**src/rtl/processor_run_ctrl_pkg.sv**
```systemverilog
// Shared types and default mailbox constants for the processor run controller.
// Imported by the controller top and its hang detector.
package run_ctrl_pkg;

    typedef enum logic [1:0] {
        S_IDLE     = 2'd0,
        S_RST_HOLD = 2'd1,
        S_RUN      = 2'd2,
        S_DONE     = 2'd3
    } run_state_t;

    typedef enum logic [1:0] {
        ST_MAILBOX = 2'd0,
        ST_HANG    = 2'd1,
        ST_TIMEOUT = 2'd2
    } run_status_t;

    localparam logic [31:0] DEF_TOHOST_ADDR = 32'h0000_0FFC;
    localparam logic [31:0] DEF_PASS_VALUE  = 32'h0000_0001;

endpackage

```
**src/rtl/processor_run_ctrl_if.sv**
```systemverilog
// Harness-side bundle between the run controller and the core/bench.
// The master drives start and core observations; the slave (controller) drives status.
interface processor_run_ctrl_if #(
    parameter int W  = 32,
    parameter int CW = 32
);
    logic          start;
    logic [W-1:0]  pc;
    logic          dmem_we;
    logic [W-1:0]  dmem_addr;
    logic [W-1:0]  dmem_wdata;
    logic          core_rst_n;
    logic          busy;
    logic          done;
    logic          pass;
    logic [1:0]    status;
    logic [W-1:0]  result;
    logic [CW-1:0] cycle_count;

    modport master (
        output start, pc, dmem_we, dmem_addr, dmem_wdata,
        input  core_rst_n, busy, done, pass, status, result, cycle_count
    );

    modport slave (
        input  start, pc, dmem_we, dmem_addr, dmem_wdata,
        output core_rst_n, busy, done, pass, status, result, cycle_count
    );
endinterface

```
**src/rtl/processor_run_ctrl_hang_detector.sv**
```systemverilog
// Tracks how many consecutive RUN cycles the PC has repeated its previous value.
// o_hang fires combinationally on the HANG_LIMIT-th consecutive repeat.
module hang_detector
    import run_ctrl_pkg::*;
#(
    parameter int W          = 32,
    parameter int HANG_LIMIT = 16
) (
    input  logic         clk,
    input  logic         rst_n,
    input  logic         i_clr,
    input  logic         i_en,
    input  logic [W-1:0] i_pc,
    output logic         o_hang
);
    localparam int HW = $clog2(HANG_LIMIT + 1);

    logic [W-1:0]  r_prev_pc;
    logic          r_valid;
    logic [HW-1:0] r_cnt;
    logic          w_match;

    // No previous PC exists on the first RUN cycle, so r_valid gates the compare.
    assign w_match = r_valid && (i_pc == r_prev_pc);
    assign o_hang  = w_match && (r_cnt >= HW'(HANG_LIMIT - 1));

    always_ff @(posedge clk or negedge rst_n) begin
        if (!rst_n) begin
            r_prev_pc <= '0;
            r_valid   <= 1'b0;
            r_cnt     <= '0;
        end else if (i_clr) begin
            r_prev_pc <= '0;
            r_valid   <= 1'b0;
            r_cnt     <= '0;
        end else if (i_en) begin
            r_prev_pc <= i_pc;
            r_valid   <= 1'b1;
            if (!w_match)
                r_cnt <= '0;
            else if (r_cnt != HW'(HANG_LIMIT))
                r_cnt <= r_cnt + 1'b1;
        end
    end
endmodule

```
**src/rtl/processor_run_ctrl.sv**
```systemverilog
// Run supervisor for processor_top: sequences core reset, counts RUN cycles and
// ends the run on a mailbox store, a stuck PC or an exhausted cycle budget.
module processor_run_ctrl
    import run_ctrl_pkg::*;
#(
    parameter int          W           = 32,
    parameter int          CW          = 32,
    parameter int          RST_HOLD    = 4,
    parameter int          MAX_CYCLES  = 50000,
    parameter int          HANG_LIMIT  = 16,
    parameter logic [W-1:0] TOHOST_ADDR = W'(DEF_TOHOST_ADDR),
    parameter logic [W-1:0] PASS_VALUE  = W'(DEF_PASS_VALUE)
) (
    input  logic                 clk,
    input  logic                 rst_n,
    processor_run_ctrl_if.slave  bus
);
    run_state_t    r_state;
    run_status_t   r_status;
    logic [7:0]    r_hold_cnt;
    logic          r_core_rst_n;
    logic          r_busy;
    logic          r_done;
    logic          r_pass;
    logic [W-1:0]  r_result;
    logic [CW-1:0] r_cycle_count;

    logic w_mbox;
    logic w_hang;
    logic w_timeout;

    assign w_mbox    = bus.dmem_we && (bus.dmem_addr == TOHOST_ADDR);
    assign w_timeout = (r_cycle_count == CW'(MAX_CYCLES - 1));

    hang_detector #(
        .W          (W),
        .HANG_LIMIT (HANG_LIMIT)
    ) u_hang (
        .clk    (clk),
        .rst_n  (rst_n),
        .i_clr  (r_state == S_RST_HOLD),
        .i_en   (r_state == S_RUN),
        .i_pc   (bus.pc),
        .o_hang (w_hang)
    );

    always_ff @(posedge clk or negedge rst_n) begin
        if (!rst_n) begin
            r_state       <= S_IDLE;
            r_status      <= ST_MAILBOX;
            r_hold_cnt    <= '0;
            r_core_rst_n  <= 1'b0;
            r_busy        <= 1'b0;
            r_done        <= 1'b0;
            r_pass        <= 1'b0;
            r_result      <= '0;
            r_cycle_count <= '0;
        end else begin
            case (r_state)
                S_IDLE, S_DONE: begin
                    if (bus.start) begin
                        r_state       <= S_RST_HOLD;
                        r_hold_cnt    <= '0;
                        r_busy        <= 1'b1;
                        r_done        <= 1'b0;
                        r_pass        <= 1'b0;
                        r_status      <= ST_MAILBOX;
                        r_result      <= '0;
                        r_cycle_count <= '0;
                    end
                end
                S_RST_HOLD: begin
                    // Release lands exactly RST_HOLD edges after the start edge.
                    if (r_hold_cnt == 8'(RST_HOLD - 1)) begin
                        r_state      <= S_RUN;
                        r_core_rst_n <= 1'b1;
                    end else begin
                        r_hold_cnt <= r_hold_cnt + 8'd1;
                    end
                end
                S_RUN: begin
                    r_cycle_count <= r_cycle_count + 1'b1;
                    if (w_mbox || w_hang || w_timeout) begin
                        r_state      <= S_DONE;
                        r_core_rst_n <= 1'b0;
                        r_busy       <= 1'b0;
                        r_done       <= 1'b1;
                    end
                    if (w_mbox) begin
                        r_status <= ST_MAILBOX;
                        r_result <= bus.dmem_wdata;
                        r_pass   <= (bus.dmem_wdata == PASS_VALUE);
                    end else if (w_hang) begin
                        r_status <= ST_HANG;
                    end else if (w_timeout) begin
                        r_status <= ST_TIMEOUT;
                    end
                end
                default: r_state <= S_IDLE;
            endcase
        end
    end

    assign bus.core_rst_n  = r_core_rst_n;
    assign bus.busy        = r_busy;
    assign bus.done        = r_done;
    assign bus.pass        = r_pass;
    assign bus.status      = r_status;
    assign bus.result      = r_result;
    assign bus.cycle_count = r_cycle_count;
endmodule

```
**src/flat_wrapper.sv**
```systemverilog
// flat-port wrapper written by rule: the top's interface ports become plain ports
module processor_run_ctrl_flat import run_ctrl_pkg::*;
#(
    parameter int          W           = 32,
    parameter int          CW          = 32,
    parameter int          RST_HOLD    = 4,
    parameter int          MAX_CYCLES  = 50000,
    parameter int          HANG_LIMIT  = 16,
    parameter logic [W-1:0] TOHOST_ADDR = W'(DEF_TOHOST_ADDR),
    parameter logic [W-1:0] PASS_VALUE  = W'(DEF_PASS_VALUE)
)
  (clk, rst_n, bus_start, bus_pc, bus_dmem_we, bus_dmem_addr, bus_dmem_wdata, bus_core_rst_n, bus_busy, bus_done, bus_pass, bus_status, bus_result, bus_cycle_count);
  processor_run_ctrl_if #(.W(W), .CW(CW)) bus_i ();
  input  logic clk;
  input  logic rst_n;
  input wire logic [$bits(bus_i.start)-1:0] bus_start;
  input wire logic [$bits(bus_i.pc)-1:0] bus_pc;
  input wire logic [$bits(bus_i.dmem_we)-1:0] bus_dmem_we;
  input wire logic [$bits(bus_i.dmem_addr)-1:0] bus_dmem_addr;
  input wire logic [$bits(bus_i.dmem_wdata)-1:0] bus_dmem_wdata;
  output wire logic [$bits(bus_i.core_rst_n)-1:0] bus_core_rst_n;
  output wire logic [$bits(bus_i.busy)-1:0] bus_busy;
  output wire logic [$bits(bus_i.done)-1:0] bus_done;
  output wire logic [$bits(bus_i.pass)-1:0] bus_pass;
  output wire logic [$bits(bus_i.status)-1:0] bus_status;
  output wire logic [$bits(bus_i.result)-1:0] bus_result;
  output wire logic [$bits(bus_i.cycle_count)-1:0] bus_cycle_count;
  assign bus_i.start = bus_start;
  assign bus_i.pc = bus_pc;
  assign bus_i.dmem_we = bus_dmem_we;
  assign bus_i.dmem_addr = bus_dmem_addr;
  assign bus_i.dmem_wdata = bus_dmem_wdata;
  assign bus_core_rst_n = bus_i.core_rst_n;
  assign bus_busy = bus_i.busy;
  assign bus_done = bus_i.done;
  assign bus_pass = bus_i.pass;
  assign bus_status = bus_i.status;
  assign bus_result = bus_i.result;
  assign bus_cycle_count = bus_i.cycle_count;
  processor_run_ctrl #(.W(W), .CW(CW), .RST_HOLD(RST_HOLD), .MAX_CYCLES(MAX_CYCLES), .HANG_LIMIT(HANG_LIMIT), .TOHOST_ADDR(TOHOST_ADDR), .PASS_VALUE(PASS_VALUE)) u_core (.clk(clk), .rst_n(rst_n), .bus(bus_i));
endmodule
```
**config.mk**
```make
export PLATFORM = sky130hd
export DESIGN_NAME = processor_run_ctrl_flat
export DESIGN_NICKNAME = d
export VERILOG_FILES = /design/src/rtl/processor_run_ctrl_pkg.sv /design/src/rtl/processor_run_ctrl_if.sv /design/src/rtl/processor_run_ctrl_hang_detector.sv /design/src/rtl/processor_run_ctrl.sv /design/src/flat_wrapper.sv
export SDC_FILE = /design/constraint.sdc
export NUM_CORES = 1
export LEC_CHECK = 0
export ABC_AREA = 1
export BUFFER_PORTS_ARGS = -buffer_cell sky130_fd_sc_hd__buf_2
export CORE_MARGIN = 2
export CORE_UTILIZATION = 50
export DETAILED_ROUTE_END_ITERATION = 10
export PLACE_DENSITY_LB_ADDON = 0.3
export SETUP_SLACK_MARGIN = 0.5
export SYNTH_ARGS = -nofsm -noshare
export SYNTH_HDL_FRONTEND = slang
export SYNTH_SLANG_ARGS = --single-unit
```
**constraint.sdc**
```tcl
create_clock -name clk -period 2.6 [get_ports clk]
set_input_delay 0.26 -clock clk [delete_from_list [all_inputs] [get_ports clk]]
set_output_delay 0.26 -clock clk [all_outputs]
set_load 0.01 [all_outputs]
```
Word-level counts from Yosys, hierarchy flattened. Cells that the tools add are included.

Register bits after elaboration: 118. Bits in latches: 0. Bits in writable memories: 0. Memory bits (read-only): 0. Input port bits: 100. Output and inout port bits: 70. Word-level logic and storage cells: 84. Memories kept: 0.

Add/sub/neg operators: 3. $mul: 0. Div/mod/pow operators: 0. Magnitude comparators: 1. Equality and inequality tests: 16. Shift operators: 0. Multiplexer cells: 34. Bitwise operators: 0. Reduce and logical (&&, ||, !) cells: 18.

Operators by type and width (number): 2-to-1 mux 32 bit (4); case mux 32 bit (2 select lines) (2); adder 32 x 1 -> 32 bit (second input constant) (1); equality test 32 x 1 -> 1 bit (second input constant) (1); equality test 32 x 12 -> 1 bit (second input constant) (1); equality test 32 x 16 -> 1 bit (second input constant) (1); equality test 32 bit (1); 2-to-1 mux 5 bit (4); AND reduction 3 bit (6); 2-to-1 mux 8 bit (2); case mux 8 bit (2 select lines) (1); 2-to-1 mux 2 bit (7); adder 8 x 1 -> 8 bit (second input constant) (1); equality test 8 x 2 -> 1 bit (second input constant) (1); 2-to-1 mux 1 bit (8); case mux 1 bit (2 select lines) (4); != test 2 x 1 -> 1 bit (second input constant) (3); case mux 2 bit (3 select lines) (1); nonzero test 2 bit (3); adder 5 x 1 -> 5 bit (second input constant) (1); greater-or-equal comparator 5 x 4 -> 1 bit (second input constant) (1); != test 5 bit (second input constant) (1); equality test 2 bit (second input constant) (2); != test 2 bit (second input constant) (2); 9 further kinds (13).

Logic depth before layout (Yosys ltp).
Depth in word-level cells: 7. Mapped depth: 17. Mapped depth without buffers: 16.

Modules after synthesis. From an unflattened synthesis, not the netlist that was laid out.

Cells, all modules: 968. Area total of the unflattened synthesis: 6755.2 µm².

By module, submodules not included: processor_run_ctrl (times used 1, cells each 608, area each 4419.2 µm², sequential area each 2001.9 µm²); hang_detector (times used 1, cells each 360, area each 2336.0 µm², sequential area each 950.9 µm²).

Worst setup path before layout. No wires, ideal clock.

Kind: flip-flop to flip-flop. Start point: register u_core.r_state[0]. End point: register u_core.r_cycle_count[24] (netlist: u_core.bus.cycle_count[24]). Setup time: 0.117 ns. Data arrival time: 1.913 ns. Required time: 2.483 ns. Slack: 0.570 ns. Cell stages (with the launch flop): 18. Path buffers: 1. Period minus slack after synthesis: 2.030 ns. Cell sequence: dfrtp_1 inv_1 ha_1 buf_6 inv_4 nand2_1 nand2_2 nand2_2 nor2_4 nand2_2 nor2_4 nand2_4 nor2_8 nand3_4 nor2_4 nand2_1 nand2_1 nor2_1.

Cells in the longest elaborated chain, start to end: 4. Elaborated cells between the ends (all ways): 8. Those cells by class: eq/ne (3); mux (1); reduce/logical (4).

Ends and longest elaborated chain: start, declared (line processor_run_ctrl.sv:18) `run_state_t r_state;`; start signal, assigned (line processor_run_ctrl.sv:49) `r_state <= S_IDLE;`; start signal, assigned (line processor_run_ctrl.sv:62) `r_state <= S_RST_HOLD;`; start signal, assigned (line processor_run_ctrl.sv:75) `r_state <= S_RUN;`; equality test 2 bit / zero test 2 bit (equally long branches) (line processor_run_ctrl.sv:59) `case (r_state)`; OR reduction 2 bit (line processor_run_ctrl.sv:59); != test 2 bit (no line) / nonzero test 2 bit (equally long branches); AND reduction 2 bit (no line); end signal, assigned (line processor_run_ctrl.sv:82) `r_cycle_count <= r_cycle_count + 1'b1;`; end, declared (line processor_run_ctrl.sv:26) `logic [CW-1:0] r_cycle_count;`.

Several ways; a longest one is shown, not always the timed one. A chain may end at the register's enable or synchronous reset.

Final worst setup path.
Start point: register u_core.r_state[1]. End point: register u_core.r_cycle_count[24] (netlist: u_core.bus.cycle_count[24]).

Same word-level chain as after synthesis.

==> metrics.md <==
| Metric | Value |
|---|---|
| Outcome | completed |
| Max-slew violations | 0 |
| Setup_tns | 0 ps |
| Max_cap viols | 0 |
| FMAX | between 0.4 and 0.5 GHz |
| Max Root-Sink Buffers | 2 |
| Initial core utilization | 50.7% |
| Final setup fails | 0 |
| Syn Area/Cell | ~7.3 sq um |
| Placement Rows | 42 |
| Wire per inst | 13.9 microns |
| Core area | 13100 sq um |
| Gr ovfl total | 0 |
| Post-synthesis cell type count | 39 |
| P per Cell Area | about 1000 nW/um^2 |
| Final ANT Viol Nets | 0 |
| WS Path Type | reg -> reg |
| Vias in the first global route | 6050 |
| Port Buffers | 169 |
| Final hold slack | 110 ps |
| Max-Slew Margin vs Limit | 51.9% |
| Clock Latency Late Sink | about 420 ps |
| CTS tree | yes |
| Commonest non-fill, non-tap cell in the layout | nand2_1 |
| Post-DP HPWL | 12700 microns |
| Crit path time final | 2040 ps |
| # DRC | 0 |
| Number of antenna violations at the first check in global routing | 0 |
| Max IR drop VDD | approximately 760 uV |
| Die Width | 119 microns |
| Post-Syn Area | between 6000 and 7000 sq um |
| Largest net degree at the start of global routing | 119 |
| Drt total wl | around 18000 microns |
| Sequential share of the synthesized area | 44.5% |
| Gr usage total | 25.2% |
| Synthesized flop and latch total | between 100 and 150 |
| Clk_skew | 10.7 ps |
| Slew @ Worst Pin | 722 ps |
| Yosys warning count | 0 |
| WP data arrival | 2360 ps |
| Met1 global-route usage | 35.2% |
| Antenna Cells | 0 |
| Fin crit share | 78.5% |
| Critical path fanouts, max | 4 |
| M3 GR Usage | a little under 5% |
| Clock-pin transition on the worst setup and hold timing paths | roughly 60 ps |
| RSZ-0062 raised after global routing | true |
| Area Overhead vs Synth | 27.1% |
| Fill cells | 1154 |
| H-tree Lvls | 4 |
| Leakage | between 4 and 5 nW |
| CP required | between 2000 and 3000 ps |
| DIE HEIGHT | 119 microns |
| Share of layout cells above drive strength 1 | 22.7% |
| Die area | 14200 sq um |
| Via density | 5.17 |
| GPL Wtd Cong | ~0.86 |
| FF-to-FF setup slack | around 560 ps |
| Global-route wire length before repair | ~29000 microns |
| Post-synthesis cell count | 909 |
| CTS Root Cell | clkbuf_16 |
| Vias | 6627 |
| Clock sinks | ~120 |
| Nets@finish | 1202 |
| Most frequent cells in the layout | nand2_1, buf_2, inv_1, dfrtp_1, nor2_1 |
| DR iter-0 viols | 580 |
| Final Hold Viols | 0 |
| Critical path startpoint category | flop |
| Hold/Removal Path Class | in -> reg |
| Final core utilization | between 60% and 70% |
| # IOs | 170 |
| Cts bufs inserted | 17 |
| Crit end category | flop |
| DRT Pass-1 Iters | 5 |
| Met2 GRT Util | 39.3% |
| Syn nets | roughly 1000 |
| Global route hottest layer | met2 |
[sequential cells by signal, indices dropped and copies added (netlist names)]
register	cells
u_core.bus.busy	1
u_core.bus.core_rst_n	1
u_core.bus.cycle_count	32
u_core.bus.done	1
u_core.bus.pass	1
u_core.bus.result	32
u_core.bus.status	2
u_core.r_hold_cnt	8
u_core.r_state	2
u_core.u_hang.r_cnt	5
u_core.u_hang.r_prev_pc	32
u_core.u_hang.r_valid	1
[final timing paths]
kind,end,cells after the start,from
min in group asynchronous,u_core.u_hang.r_prev_pc[0],3,rst_n
max reg2reg,u_core.bus.cycle_count[24],15,u_core.r_state[1]
min,u_core.bus.result[22],3,bus_dmem_wdata[22]
min reg2reg,u_core.bus.result[22],2,u_core.bus.result[22]
max,u_core.bus.cycle_count[24],15,u_core.r_state[1]
max in group asynchronous,u_core.bus.cycle_count[0],3,rst_n
[metal layers]
| metal | up-vias | part of all wire [%] |
|---|---|---|
| met5 | - | 0 |
| met2 | 272 | 45 |
| met4 | 0 | 1.3 |
| li1 | 3325 | - |
| met3 | 22 | 7.6 |
| met1 | 3008 | 46 |
[metrics by stage]
| stage | total power [mW] | area, sq um | setup slack, ps | std cells |
|---|---|---|---|---|
| final | 8.76 | 8430 | 558 | 1283 |
| after global routing | 9.43 | 8430 | 416 | 1283 |
| after CTS | 8.66 | 8320 | 508 | 1274 |
| after detailed placement | 6.23 | 7690 | 330 | 1241 |
| after global placement | 6.13 | 7690 | 417 | 1241 |
| after floorplan | 5.15 | 6630 | 570 | 909 |
[where the power goes]
| part | internal (mW) | switching [mW] |
|---|---|---|
| clock network | 1.44 | 0.887 |
| registers | 2.43 | 0.327 |
| logic | 1.24 | 2.44 |
| total | 5.11 | 3.65 |
[synthesized netlist by cell type, drive strengths merged]
cell	n	area share [%]
nor3b	2	0.23
o21a	1	0.11
and3	1	0.094
nor4	14	1.3
nand3	43	3.4
clkbuf	14	0.79
and2	1	0.094
inv	124	7.1
nand3b	2	0.23
ha	8	1.5
nor3	30	2.6
a21oi	19	1.4
nand4	25	2.7
o31ai	8	0.91
nand2	276	16
dfrtp	118	45
a31oi	3	0.28
clkinv	1	0.057
xor2	10	1.3
o22ai	26	2.5
o21ai	66	5.0
nor2	103	6.6
xnor2	4	0.53
or2	1	0.094
buf	9	0.83
[final cells by class]
class,instances,area [sq um],share of cell area (%)
multi-input cells,644,3180,37.8
flip-flops and latches,118,2950,35.1
clock buffers,18,439,5.21
well taps,176,220,2.61
clock inverters,14,151,1.80
inverters,125,472,5.60
repair buffers,188,1010,12.0
[worst max-delay path, cell delays in order (launching register included)]
cell and delay [ps]:
dfrtp_1 430, ha_4 290, inv_4 70, nand2_4 50
nand2_4 90, nand2_4 60, nor2_4 130, nand2_2 70
nor2_4 150, nand2_4 90, nor2_8 140, nand3_4 100
nor2_4 120, nand2_1 50, nand2_1 60, nor2_1 40
[what timing repair did]
item,CTS,global route
hold buffers,1,0
pin swaps,0,10
setup endpoints to repair,29,37
hold endpoints to repair,118,0
gates cloned,0,1
buffers inserted,0,8
resized for setup,6,11
[logic make-up after synthesis]
family	Yosys count	share of synthesized area (%)
buffers and inverters	148	8.74
XOR/XNOR	14	1.85
AO/OA/AOI/OAI	123	10.2
adder cells (fa/ha/maj)	8	1.51
AND/OR/NAND/NOR	498	33.2
flip-flops	118	44.5
(Power assumes the default switching activity.)
